[config.mk]
export PLATFORM = sky130hd
export DESIGN_NAME = stim_sequencer_flat
export DESIGN_NICKNAME = d
export VERILOG_FILES = /design/src/rtl/stim_sequencer_if.sv /design/src/rtl/stim_sequencer.sv /design/src/flat_wrapper.sv
export SDC_FILE = /design/constraint.sdc
export NUM_CORES = 1
export LEC_CHECK = 0
export BUFFER_PORTS_ARGS = -buffer_cell sky130_fd_sc_hd__buf_4
export CAP_MARGIN = 25
export CORE_UTILIZATION = 45
export DETAILED_ROUTE_END_ITERATION = 10
export GPL_TIMING_DRIVEN = 1
export RECOVER_POWER = 25
export SLEW_MARGIN = 20
export SYNTH_ARGS = -nofsm -noshare
export SYNTH_HDL_FRONTEND = slang
export SYNTH_SLANG_ARGS = --single-unit
[constraint.sdc]
create_clock -name clk -period 4.27 [get_ports clk]
set_input_delay 1.281 -clock clk [delete_from_list [all_inputs] [get_ports clk]]
set_output_delay 1.281 -clock clk [all_outputs]
set_load 0.05 [all_outputs]
[src/rtl/stim_sequencer_if.sv]
// ----------------------------------------------------------------------------
// stim_sequencer_if
//   Bundles the control inputs and stimulus outputs of stim_sequencer.
//   master : the controller that requests sequences and consumes stimulus
//   slave  : the sequencer itself
//
//   start      master->slave  begin a sequence (honoured in IDLE only)
//   abort      master->slave  terminate the current sequence
//   mode       master->slave  00 thermometer, 01 walking-one, 10 binary, 11 = 00
//   step_len   master->slave  clock cycles per step (0 behaves as 1)
//   stim       slave->master  pattern for the `test` inputs a..i (bit 0 = a)
//   stim_valid slave->master  one-cycle strobe when stim takes a new step value
//   step_idx   slave->master  current step number, 0 = initial all-zero step
//   busy       slave->master  sequence in progress
//   done       slave->master  one-cycle pulse on normal completion
// ----------------------------------------------------------------------------
interface stim_sequencer_if #(
    parameter int N_IN   = 9,
    parameter int STEP_W = 16
);
    logic              start;
    logic              abort;
    logic [1:0]        mode;
    logic [STEP_W-1:0] step_len;
    logic [N_IN-1:0]   stim;
    logic              stim_valid;
    logic [N_IN-1:0]   step_idx;
    logic              busy;
    logic              done;

    modport master (
        output start, abort, mode, step_len,
        input  stim, stim_valid, step_idx, busy, done
    );

    modport slave (
        input  start, abort, mode, step_len,
        output stim, stim_valid, step_idx, busy, done
    );
endinterface

[src/rtl/stim_sequencer.sv]
// ----------------------------------------------------------------------------
// stim_sequencer
//   Clocked, restartable stimulus generator for the combinational `test`
//   block. Each sequence starts with an all-zero step and then walks through
//   a thermometer, walking-one or binary-count pattern, holding every step
//   for a latched number of cycles. All outputs are registered.
//
//   clk    rising-edge clock
//   rst_n  asynchronous active-low reset
//   bus    stim_sequencer_if.slave (start/abort/mode/step_len in,
//          stim/stim_valid/step_idx/busy/done out)
// ----------------------------------------------------------------------------
module stim_sequencer #(
    parameter int N_IN   = 9,
    parameter int STEP_W = 16
) (
    input  logic              clk,
    input  logic              rst_n,
    stim_sequencer_if.slave   bus
);
    typedef enum logic [1:0] {
        S_IDLE,
        S_RUN,
        S_DONE
    } state_t;

    localparam logic [1:0]        MODE_THERM = 2'b00;
    localparam logic [1:0]        MODE_WALK  = 2'b01;
    localparam logic [1:0]        MODE_BIN   = 2'b10;
    localparam logic [N_IN-1:0]   IDX_ONE    = N_IN'(1);
    localparam logic [N_IN:0]     THERM_ONE  = (N_IN+1)'(1);
    localparam logic [STEP_W-1:0] CNT_ONE    = STEP_W'(1);
    // Thermometer and walking-one run N_IN steps; binary runs 2^N_IN - 1.
    localparam logic [N_IN-1:0]   LAST_SHORT = N_IN'(N_IN);
    localparam logic [N_IN-1:0]   LAST_BIN   = {N_IN{1'b1}};

    state_t            state_q, state_d;
    logic [N_IN-1:0]   stim_q, stim_d;
    logic [N_IN-1:0]   idx_q, idx_d;
    logic              valid_q, valid_d;
    logic              busy_q, busy_d;
    logic              done_q, done_d;
    logic [STEP_W-1:0] cnt_q, cnt_d;
    logic [1:0]        mode_q, mode_d;
    logic [STEP_W-1:0] len_q, len_d;
    logic [N_IN-1:0]   last_idx;

    // Pattern for step k >= 1 of the latched mode.
    function automatic logic [N_IN-1:0] pattern(input logic [1:0]      m,
                                                input logic [N_IN-1:0] k);
        logic [N_IN:0] therm;
        // One extra bit so that k = N_IN yields all ones after the subtract.
        therm = (THERM_ONE << k) - THERM_ONE;
        case (m)
            MODE_WALK: pattern = IDX_ONE << (k - IDX_ONE);
            MODE_BIN:  pattern = k;
            default:   pattern = therm[N_IN-1:0];
        endcase
    endfunction

    assign last_idx = (mode_q == MODE_BIN) ? LAST_BIN : LAST_SHORT;

    always_comb begin
        // NOTE: every next-state value is defaulted first so that no branch
        // leaves one unassigned; that is what keeps this block latch-free.
        state_d = state_q;
        stim_d  = stim_q;
        idx_d   = idx_q;
        cnt_d   = cnt_q;
        mode_d  = mode_q;
        len_d   = len_q;
        valid_d = 1'b0;
        busy_d  = 1'b0;
        done_d  = 1'b0;

        case (state_q)
            S_IDLE: begin
                // abort beats a simultaneous start.
                if (bus.start && !bus.abort) begin
                    state_d = S_RUN;
                    mode_d  = (bus.mode == 2'b11) ? MODE_THERM : bus.mode;
                    len_d   = (bus.step_len == '0) ? CNT_ONE : bus.step_len;
                    stim_d  = '0;
                    idx_d   = '0;
                    cnt_d   = '0;
                    valid_d = 1'b1;
                    busy_d  = 1'b1;
                end
            end

            S_RUN: begin
                busy_d = 1'b1;
                if (bus.abort) begin
                    state_d = S_IDLE;
                    stim_d  = '0;
                    idx_d   = '0;
                    cnt_d   = '0;
                    busy_d  = 1'b0;
                end else if (cnt_q == len_q - CNT_ONE) begin
                    cnt_d = '0;
                    if (idx_q == last_idx) begin
                        // Last step has been held for a full step length.
                        state_d = S_DONE;
                        busy_d  = 1'b0;
                        done_d  = 1'b1;
                    end else begin
                        idx_d   = idx_q + IDX_ONE;
                        stim_d  = pattern(mode_q, idx_q + IDX_ONE);
                        valid_d = 1'b1;
                    end
                end else begin
                    cnt_d = cnt_q + CNT_ONE;
                end
            end

            S_DONE: state_d = S_IDLE;

            default: state_d = S_IDLE;
        endcase
    end

    // NOTE: state is updated with non-blocking assignments so every register
    // samples the pre-edge values regardless of statement order.
    always_ff @(posedge clk or negedge rst_n) begin
        if (!rst_n) begin
            state_q <= S_IDLE;
            stim_q  <= '0;
            idx_q   <= '0;
            valid_q <= 1'b0;
            busy_q  <= 1'b0;
            done_q  <= 1'b0;
            cnt_q   <= '0;
            mode_q  <= MODE_THERM;
            len_q   <= CNT_ONE;
        end else begin
            state_q <= state_d;
            stim_q  <= stim_d;
            idx_q   <= idx_d;
            valid_q <= valid_d;
            busy_q  <= busy_d;
            done_q  <= done_d;
            cnt_q   <= cnt_d;
            mode_q  <= mode_d;
            len_q   <= len_d;
        end
    end

    assign bus.stim       = stim_q;
    assign bus.stim_valid = valid_q;
    assign bus.step_idx   = idx_q;
    assign bus.busy       = busy_q;
    assign bus.done       = done_q;
endmodule
[src/flat_wrapper.sv]
// flat-port wrapper written by rule: the top's interface ports become plain ports
module stim_sequencer_flat 
#(
    parameter int N_IN   = 9,
    parameter int STEP_W = 16
)
  (clk, rst_n, bus_start, bus_abort, bus_mode, bus_step_len, bus_stim, bus_stim_valid, bus_step_idx, bus_busy, bus_done);
  stim_sequencer_if #(.N_IN(N_IN), .STEP_W(STEP_W)) bus_i ();
  input  logic clk;
  input  logic rst_n;
  input wire logic [$bits(bus_i.start)-1:0] bus_start;
  input wire logic [$bits(bus_i.abort)-1:0] bus_abort;
  input wire logic [$bits(bus_i.mode)-1:0] bus_mode;
  input wire logic [$bits(bus_i.step_len)-1:0] bus_step_len;
  output wire logic [$bits(bus_i.stim)-1:0] bus_stim;
  output wire logic [$bits(bus_i.stim_valid)-1:0] bus_stim_valid;
  output wire logic [$bits(bus_i.step_idx)-1:0] bus_step_idx;
  output wire logic [$bits(bus_i.busy)-1:0] bus_busy;
  output wire logic [$bits(bus_i.done)-1:0] bus_done;
  assign bus_i.start = bus_start;
  assign bus_i.abort = bus_abort;
  assign bus_i.mode = bus_mode;
  assign bus_i.step_len = bus_step_len;
  assign bus_stim = bus_i.stim;
  assign bus_stim_valid = bus_i.stim_valid;
  assign bus_step_idx = bus_i.step_idx;
  assign bus_busy = bus_i.busy;
  assign bus_done = bus_i.done;
  stim_sequencer #(.N_IN(N_IN), .STEP_W(STEP_W)) u_core (.clk(clk), .rst_n(rst_n), .bus(bus_i));
endmodule
==> results of run 1 <==
## metrics by stage
stage / setup slack [ps] / hold WS (ps) / cells
floorplan: 1035 / 466.5 / 489
global placement: 795.2 / 483.0 / 613
detailed placement: 752.8 / 486.8 / 613
CTS: 731.8 / 503.9 / 629
global route: 412.3 / 508.5 / 629
finish: 697.7 / 497.4 / 629
## worst max-delay path: stages, from the launching register on
cell and delay [ps]:
dfrtp_1 640, ha_1 580, nand4_1 180, a211oi_1 260, o211ai_1 190, nand2_1 220, and2_1 250, nand3_1 100
ha_1 320, or4_1 530, nand4_1 100, a32o_1 160
## where the power goes
group	leakage (nW)	internal (W)	switching (W)
clock	0.123	0.000377	0.000233
combinational	1.29	0.000145	0.000232
sequential	0.762	0.000583	0.0000613
total	2.17	0.00110	0.000527
## routing by layer
| metal | track usage, % | vias to the layer above | part of all wire, % |
|---|---|---|---|
| met3 | 4.913 | 19 | 4.5 |
| met4 | 7.692 | 0 | 2.1 |
| met2 | 44.10 | 115 | 53 |
| met5 | 0 | - | 0 |
| li1 | - | 1863 | - |
| met1 | 28.86 | 1852 | 41 |
## synthesized netlist by cell type, types with 3 or more instances
| cell type | count | area share, % |
|---|---|---|
| o31ai_1 | 6 | 1.1 |
| nor3b_1 | 7 | 1.3 |
| o211ai_1 | 5 | 0.92 |
| a32o_1 | 6 | 1.5 |
| nor2b_1 | 3 | 0.46 |
| a221o_1 | 3 | 0.74 |
| a21o_1 | 17 | 3.1 |
| xnor2_1 | 17 | 3.7 |
| mux2i_1 | 3 | 0.74 |
| nand2b_1 | 6 | 0.92 |
| or3_1 | 9 | 1.4 |
| and2_1 | 7 | 1.1 |
| nand3_1 | 17 | 2.1 |
| a211oi_1 | 5 | 0.92 |
| nand4_1 | 10 | 1.5 |
| or4_1 | 6 | 1.1 |
| inv_1 | 10 | 0.92 |
| a22o_1 | 4 | 0.86 |
| and3_1 | 11 | 1.7 |
| a311oi_1 | 3 | 0.65 |
| ha_1 | 7 | 2.2 |
| a31o_2 | 3 | 0.65 |
| nand2_1 | 80 | 7.4 |
| nor2_1 | 22 | 2.0 |
| nand3b_1 | 3 | 0.55 |
| clkbuf_1 | 25 | 2.3 |
| buf_2 | 3 | 0.37 |
| nor3_1 | 20 | 2.5 |
| xor2_1 | 13 | 2.8 |
| a221oi_1 | 3 | 0.65 |
| dfrtp_1 | 56 | 34 |
| a211o_1 | 3 | 0.65 |
| nor4_1 | 11 | 1.7 |
| a21oi_1 | 20 | 2.5 |
| o21ai_0 | 27 | 3.3 |
## sequential cells by signal, summed over array words and instances (netlist names)
register               flops
u_core.cnt_q              16
u_core.len_q              16
u_core.bus.step_idx        9
u_core.bus.stim            9
u_core.mode_q              2
u_core.state_q             2
u_core.bus.busy            1
u_core.bus.done            1
u_core.bus.stim_valid      1
## worst min path at each step
stage,cells after the start,to,startpoint,slack [ps]
final,1,u_core.bus.stim[4],u_core.bus.stim[4],500
after CTS,1,u_core.bus.stim[4],u_core.bus.stim[4],500
after floorplan,2,u_core.len_q[15],u_core.len_q[15],470
after detailed placement,1,u_core.bus.stim[4],u_core.bus.stim[4],490
after global routing,1,u_core.bus.stim[4],u_core.bus.stim[4],510
after global placement,1,u_core.bus.stim[4],u_core.bus.stim[4],480
## area by class of cell
class                           instances  area share [%]
Clock inverter                          4           1.586
Tap cell                              108           2.904
Clock buffer                           12           3.549
Sequential cell                        57           30.68
Inverter                               10          0.8067
Timing Repair Buffer                   47           7.529
Multi-Input combinational cell        391           52.94
## cells by family after synthesis
| group | count (synthesis) | share of synthesized area (%) |
|---|---|---|
| XOR/XNOR | 30 | 6.465 |
| AO/OA/AOI/OAI | 127 | 22.72 |
| buffers and inverters | 41 | 4.249 |
| multiplexers | 5 | 1.293 |
| adder cells (fa/ha/maj) | 7 | 2.155 |
| AND/OR/NAND/NOR | 222 | 27.99 |
| flip-flops | 57 | 35.13 |
==> impl_metrics.json, run 1 <==
{
  "status": "finished with violations",
  "failed_checks": "capacitance limit, slew limit",
  "cts.sinks": 57,
  "die_h_um": 97.03,
  "clk_latency_ps": 340,
  "drc": 0,
  "ys_seq_area_share_pct": 35.13,
  "worst_pin_slew_ps": 1508,
  "wl_per_cell_um": 17.74,
  "layout.nets": 545,
  "hold_viol_final": 0,
  "place_hpwl_um": 8117,
  "netlist_instances": 489,
  "port_buffers": 42,
  "num_antenna_cells": 0,
  "synth-edff-count": 0,
  "area_growth_pct": 14.50,
  "cts_buffer_depth": 2,
  "yosysWarnings": 0,
  "drv_slew": 58,
  "start_kind": "register",
  "ys_types": 64,
  "placed_area_um2": 4417,
  "drive_above_1_share_pct": 14.20,
  "ff2ff_setup_slack_ps": 700,
  "netlist_area_um2": 4064,
  "rsz0062_at_grt": "false",
  "final_cell_mix": "nand2_1 (80), dfrtp_1 (56), buf_4 (46)",
  "via_per_inst": 6.119,
  "leakagePower_nw": 2.172,
  "cts_buffers": 9,
  "cts_tree": "yes",
  "hp-class": "reg2reg",
  "start_util_pct": 46.60,
  "nFillCells": 845,
  "final_common_cell": "nand2_1",
  "ys_ff_latch": 57,
  "die_x_um": 97.03,
  "reg2regPathDepth": 11,
  "crit_start": "u_core.bus.step_idx[0]",
  "post-cts-setup-buffers": 0,
  "multi_input_area_um2": 2464,
  "drt_iter0_drc": 203,
  "p_per_area_nw_per_um2": 350.7,
  "crit_path_end": "u_core.bus.stim[4]",
  "worst_clock_skew_ps": 13.12,
  "cp_max_fo": 16,
  "crit_required_ps": 4560,
  "dieArea_um2": 9415,
  "setup_viol": 0,
  "slew_headroom_pct": -0.5649,
  "avgSynthCellArea_um2": 8.311,
  "first_pass_iters": 5,
  "place_congestion": 0.9748,
  "timing.fmax_ghz": 0.2799,
  "root_buffer": "clkbuf_8",
  "overflow": 0,
  "total_power_w": 0.001632,
  "timing.setup.tns_ps": 0,
  "num_rows": 34,
  "core_um2": 8721,
  "cts-hold-fix-buffers": 0,
  "synth_flop_cell": "dfrtp_1",
  "post-route-util_pct": 53.36,
  "fin_crit_ps": 3572,
  "rr_startpoint": "u_core.bus.step_idx[0]",
  "ys_async_sr_fraction_pct": 100.0,
  "io_pins": 43,
  "totalWireLength_um": 11160,
  "grt_pass1_vias": 3594,
  "grt.total_usage_pct": 24.42,
  "syn_nets": 518,
  "route.vias.total": 3849,
  "grt_pass1_wl_um": 18290,
  "peakVddDrop_mv": 0.1884,
  "max-cap-violations": 1,
  "grt_max_degree": 58,
  "arrival_ps": 3860,
  "cts_max_level": 3,
  "r2r-end": "u_core.bus.stim[4]",
  "end_kind": "register",
  "period_share_pct": 83.66,
  "finish.instance_area_um2": 4653,
  "ant_nets": 0,
  "cts_resized": 0,
  "crit_type": "reg2reg",
  "register_area_um2": 1428,
  "antenna_found_initial": 0,
  "clk_pin_slew_worst_paths_ps": 70
}
Power figures use the tool's default switching activity.
==> inputs of run 2 (changes only) <==
==> constraint.sdc (replaced) <==
create_clock -name clk -period 3.4 [get_ports clk]
set_input_delay 1.02 -clock clk [delete_from_list [all_inputs] [get_ports clk]]
set_output_delay 1.02 -clock clk [all_outputs]
set_load 0.05 [all_outputs]
==> run 2 against run 1 <==
The run ends with slew limit left. Sequential power up 25%. Clock power up 5.4%. Global-route usage up 0.14 points. Critical path type unchanged.
==> impl_metrics.json, run 2 (synthesized netlist as in run 1, its figures left out) <==
{
  "timing.hold.ws_ps": 497.1,
  "start_kind": "register",
  "grt.total_usage_pct": 24.55,
  "cp_slowest_cell": "dfstp_2",
  "largestRegisters": "u_core.cnt_q: 16 flops, u_core.len_q: 16 flops",
  "timing.fmax_ghz": 0.3068,
  "route.vias.total": 3951,
  "peakVddDrop_mv": 0.2408,
  "pwr-share-clk_pct": 33.0,
  "cts.sinks": 57,
  "start_util_pct": 46.60,
  "end_kind": "register",
  "worst_pin_slew_ps": 1506,
  "drive_above_1_share_pct": 17.66,
  "failed_checks": "slew limit",
  "status": "finished with violations",
  "grt_max_degree": 58,
  "cp_max_fo": 11,
  "pwr-share-seq_pct": 41.2,
  "arrival_ps": 3480,
  "drc": 0,
  "p_per_area_nw_per_um2": 409.8,
  "via_per_inst": 6.116,
  "hp-class": "reg2reg",
  "fin_crit_ps": 3259,
  "p_comb_share_pct": 25.8,
  "timing.setup.tns_ps": 0,
  "layout.nets": 563,
  "clk_latency_ps": 340,
  "dieArea_um2": 9415,
  "max-cap-violations": 0,
  "rsz0062_at_grt": "false",
  "die_x_um": 97.03,
  "crit_required_ps": 3620,
  "layout_setup_ws_ps": 141.1,
  "io_pins": 43,
  "overflow": 0,
  "leakagePower_nw": 2.242,
  "final_cell_mix": "nand2_1 (80), buf_4 (64), dfrtp_1 (56)",
  "grt_pass1_wl_um": 18460,
  "drt_iter0_drc": 148,
  "totalWireLength_um": 11410,
  "worstPathCellList": "inv_1 -> ha_1 -> nor2b_1 -> or3_1 -> a311oi_1 -> o221ai_2 -> o31ai_4 -> buf_4 -> o21ai_0 -> a21o_1",
  "die_h_um": 97.03,
  "total_power_w": 0.001951,
  "area_growth_pct": 17.15,
  "final_common_cell": "nand2_1",
  "core_um2": 8721,
  "port_buffers": 42,
  "clk_pin_slew_worst_paths_ps": 70,
  "place_ws_ps": 4.961,
  "period_share_pct": 95.85,
  "post-route-util_pct": 54.59,
  "crit_type": "reg2reg",
  "num_antenna_cells": 0,
  "ant_nets": 0,
  "cts_tree": "yes",
  "internal_power_w": 0.001283,
  "cts_buffer_depth": 2,
  "num_rows": 34,
  "cts_max_level": 3,
  "setup_viol": 0,
  "p_switching_w": 0.0006675,
  "place_hpwl_um": 8354,
  "grt_pass1_vias": 3710,
  "cts_buffers": 9,
  "antenna_found_initial": 0,
  "slew_headroom_pct": -0.3757,
  "cpPeakStageDelay_ps": 570,
  "first_pass_iters": 4,
  "switching_share_pct": 34.22,
  "hold_viol_final": 0,
  "root_buffer": "clkbuf_8",
  "wl_per_cell_um": 17.66,
  "drv_slew": 45,
  "place_congestion": 0.9213,
  "worst_clock_skew_ps": 17.44
}
==> run 2: power by group through the flow <==
| stage | sequential (W) | clock [W] | combinational, W |
|---|---|---|---|
| 3_3_place_gp | 0.000813 | 0 | 0.000491 |
| 4_1_cts | 0.000802 | 0.000659 | 0.000499 |
| 3_5_place_dp | 0.000816 | 0 | 0.000494 |
| 5_1_grt | 0.000812 | 0.000692 | 0.000560 |
| 6_report | 0.000804 | 0.000643 | 0.000504 |
| 2_1_floorplan | 0.000808 | 0 | 0.000339 |
==> run 2: final timing paths <==
kind / from / cells after the start / slack, ps / endpoint
setup / recovery: u_core.len_q[0] / 10 / 140 / u_core.cnt_q[10]
hold / removal: u_core.bus.stim[8] / 1 / 500 / u_core.bus.stim[8]
setup reg to reg: u_core.len_q[0] / 10 / 140 / u_core.cnt_q[10]
hold reg to reg: u_core.bus.stim[8] / 1 / 500 / u_core.bus.stim[8]
max in group asynchronous: rst_n / 1 / 1450 / u_core.len_q[8]
min in group asynchronous: rst_n / 1 / 1000 / u_core.bus.step_idx[0]
==> run 2: metrics by stage <==
| step | cells | cell area, µm² |
|---|---|---|
| 3_3_place_gp | 629 | 4537 |
| 4_1_cts | 644 | 4737 |
| 3_5_place_dp | 629 | 4537 |
| 5_1_grt | 646 | 4761 |
| 2_1_floorplan | 489 | 4064 |
| 6_report | 646 | 4761 |
==> run 2: area by class of cell <==
class / count / area [µm²]
fill: 830 / 3960
multi-input combinational: 391 / 2481
sequential: 57 / 1428
timing repair buffer: 65 / 485.5
clock buffer: 10 / 137.6
tap: 108 / 135.1
clock inverter: 5 / 56.30
inverter: 10 / 37.54
==> run 2: repair_timing <==
item | in CTS | in global routing
buffers inserted | 0 | 2
hold endpoints to repair | 0 | 0
hold buffers | 0 | 0
endpoints found under the setup margin | 3 | 25
pin swaps | 0 | 1
resized for setup | 1 | 3
==> run 2: critical path, delay by kind of cell (launching register included) <==
kind                       cells  cell delay [ps]
and+or+nand+nor                2              510
AOI/OAI and AO/OA              5             1510
adders and majority gates      1              250
buffers and inverters          2              310
DFF                            1              570
==> run 2: layer usage <==
layer / wire length (µm) / track usage (%) / vias up
met3: 535 / 4.552 / 22
met1: 4674 / 29.18 / 1935
met4: 264 / 10.10 / 0
li1: - / - / 1891
met5: 0 / 0 / -
met2: 5933 / 43.34 / 103
==> inputs of run 3 (changes only) <==
--- a/config.mk
+++ b/config.mk
@@ -5,12 +5,13 @@
 export SDC_FILE = /design/constraint.sdc
 export NUM_CORES = 1
 export LEC_CHECK = 0
+export ABC_AREA = 1
 export BUFFER_PORTS_ARGS = -buffer_cell sky130_fd_sc_hd__buf_4
 export CAP_MARGIN = 25
 export CORE_UTILIZATION = 45
 export DETAILED_ROUTE_END_ITERATION = 10
 export GPL_TIMING_DRIVEN = 1
-export RECOVER_POWER = 25
+export RECOVER_POWER = 100
 export SLEW_MARGIN = 20
 export SYNTH_ARGS = -nofsm -noshare
 export SYNTH_HDL_FRONTEND = slang
==> run 3 against run 2 <==
The run ends with DRC left. Clock power increased by 14%. Combinational power increased by 75%. Flip-flop and latch count unchanged. Highest routed layer unchanged.
==> impl_metrics.json, run 3 <==
{
  "timing.fmax_ghz": 0.3475,
  "core_um2": 9196,
  "cts_tree": "yes",
  "die_x_um": 99.20,
  "status": "finished with violations",
  "layout_setup_ws_ps": 522.1,
  "dieArea_um2": 9841,
  "synth.largest_area_cell": "dfrtp_1",
  "clk_latency_ps": 350,
  "ys_top_cells_by_area": "dfrtp_1 (33%), nand2_1 (17%), nand3_1 (7.1%)",
  "antenna_found_initial": 0,
  "ys_types": 37,
  "cts_buffer_depth": 2,
  "totalWireLength_um": 11670,
  "worstPathCellList": "inv_1 -> ha_1 -> nand2_1 -> nand2_1 -> xor2_1 -> nor2_1 -> nand2_1 -> nor2_1 -> nand2_1 -> nor2_1 -> nand3_1 -> inv_2 -> nand3_1 -> nand2_1",
  "ys_ff_latch": 57,
  "arrival_ps": 3160,
  "synth-edff-count": 0,
  "timing.setup.tns_ps": 0,
  "syn_nets": 660,
  "largestRegisters": "u_core.cnt_q: 16 flops, u_core.len_q: 16 flops",
  "route.vias.total": 4202,
  "drc": 2,
  "start_kind": "register",
  "yosysWarnings": 0,
  "overflow": 0,
  "cts_buffers": 9,
  "num_antenna_cells": 0,
  "first_pass_iters": 7,
  "timing.hold.ws_ps": 481.3,
  "die_h_um": 99.20,
  "via_per_inst": 5.306,
  "netlist_instances": 631,
  "avgSynthCellArea_um2": 6.738,
  "crit_start": "u_core.len_q[0]",
  "peakVddDrop_mv": 0.1624,
  "area_growth_pct": 12.27,
  "cts_max_level": 3,
  "worst_pin_slew_ps": 1474,
  "synth_flop_cell": "dfrtp_1",
  "place_hpwl_um": 8955,
  "final_cell_mix": "nand2_1 (187), inv_1 (77), nand3_1 (62)",
  "end_kind": "register",
  "crit_type": "reg2reg",
  "yosys-top-cells-count": "nand2_1 (187), inv_1 (75), nand3_1 (60), nor2_1 (58), dfrtp_1 (56)",
  "synth_most_common_cell": "nand2_1",
  "clk_pin_slew_worst_paths_ps": 80,
  "start_util_pct": 46.23,
  "rr_startpoint": "u_core.len_q[0]",
  "cts.sinks": 57,
  "place_congestion": 0.9399,
  "worst_clock_skew_ps": 16.51,
  "hold_path_startpoint": "u_core.bus.stim[7]",
  "ys_seq_area_share_pct": 33.58,
  "final_cells": 792,
  "port_buffers": 42,
  "grt_max_degree": 58,
  "ys_async_sr_fraction_pct": 100.0,
  "total_power_w": 0.002493,
  "wl_per_cell_um": 14.73,
  "rsz0062_at_grt": "false",
  "cpPeakStageDelay_ps": 530,
  "drive_above_1_share_pct": 12.33,
  "fin_crit_ps": 2878,
  "io_pins": 43,
  "cp_max_fo": 10,
  "ant_nets": 0,
  "root_buffer": "clkbuf_8",
  "cp_slowest_cell": "dfstp_2",
  "cts-hold-fix-buffers": 0,
  "hold_viol_final": 0,
  "grt.total_usage_pct": 25.45,
  "place_ws_ps": 744.6,
  "num_rows": 35,
  "drt_iter0_drc": 159,
  "dp_cells": 776,
  "max-cap-violations": 0,
  "netlist_area_um2": 4252,
  "grt_pass1_wl_um": 19440,
  "synth_top_area_share_pct": 32.96,
  "cp_common_cell": "nand2_1",
  "p_per_area_nw_per_um2": 522.3,
  "period_share_pct": 84.64,
  "leakagePower_nw": 2.310,
  "final_common_cell": "nand2_1",
  "hp-class": "reg2reg",
  "slew_headroom_pct": 1.734,
  "cts_resized": 0,
  "failed_checks": "DRC",
  "layout.nets": 705,
  "setup_viol": 0,
  "crit_required_ps": 3680,
  "drv_slew": 0,
  "grt_pass1_vias": 4135,
  "post-cts-setup-buffers": 0
}
-- run 3: worst paths after layout --
path / end / slack [ps] / cells after the start
worst min register to register: u_core.bus.stim[7] / 480 / 2
worst min-delay path: u_core.bus.stim[7] / 480 / 2
max in group asynchronous: u_core.state_q[0] / 1490 / 1
worst max register to register: u_core.bus.stim[4] / 520 / 14
worst max-delay path: u_core.bus.stim[4] / 520 / 14
min in group asynchronous: u_core.len_q[3] / 1020 / 1
-- run 3: layout make-up --
type                            instances  area, µm²
Fill cell                             984       4423
Multi-Input combinational cell        475       2406
Sequential cell                        57       1428
Inverter                               88      330.3
Timing Repair Buffer                   45      249.0
Clock buffer                           11      141.4
Tap cell                              111      138.9
Clock inverter                          5      80.08
-- run 3: critical path: cells and delay by family, from the launching register on --
kind          cells  cell delay, ps
simple gates     10            1350
flops             1             530
buf+inv           2             450
fa+ha+maj         1             320
xor+xnor          1             150
-- run 3: stage by stage --
step / util (%) / instance area, µm²
5_1_grt: 51.90 / 4773
2_1_floorplan: - / 4252
3_5_place_dp: 50.71 / 4663
4_1_cts: 53.12 / 4885
6_report: 51.90 / 4773
3_3_place_gp: 50.71 / 4663
-- run 3: cell families (layout without fill, tap and decap cells) --
kind of cell    Yosys count  count (layout)  synth area share [%]
simple gates            388             388                 43.29
buf+inv                  99             149                 9.299
fa+ha+maj                 7               7                 2.060
flops                    57              57                 33.58
xor+xnor                 20              20                 4.120
compound gates           60              60                 7.652
-- run 3: per-layer routing --
metal  track usage (%)  up-vias  routed length [µm]
met5                 0        -                   0
met4             14.03        0                 390
met3             3.584       27                 339
met2             46.53       90                5982
met1             28.45     1966                4953
li1                  -     2119                   -
-- run 3: power breakdown --
group / switching (W) / total [W] / internal [W]
registers: 0.000111 / 0.000879 / 0.000768
logic: 0.000587 / 0.000882 / 0.000295
clock network: 0.000300 / 0.000732 / 0.000432
total: 0.000998 / 0.00249 / 0.00149
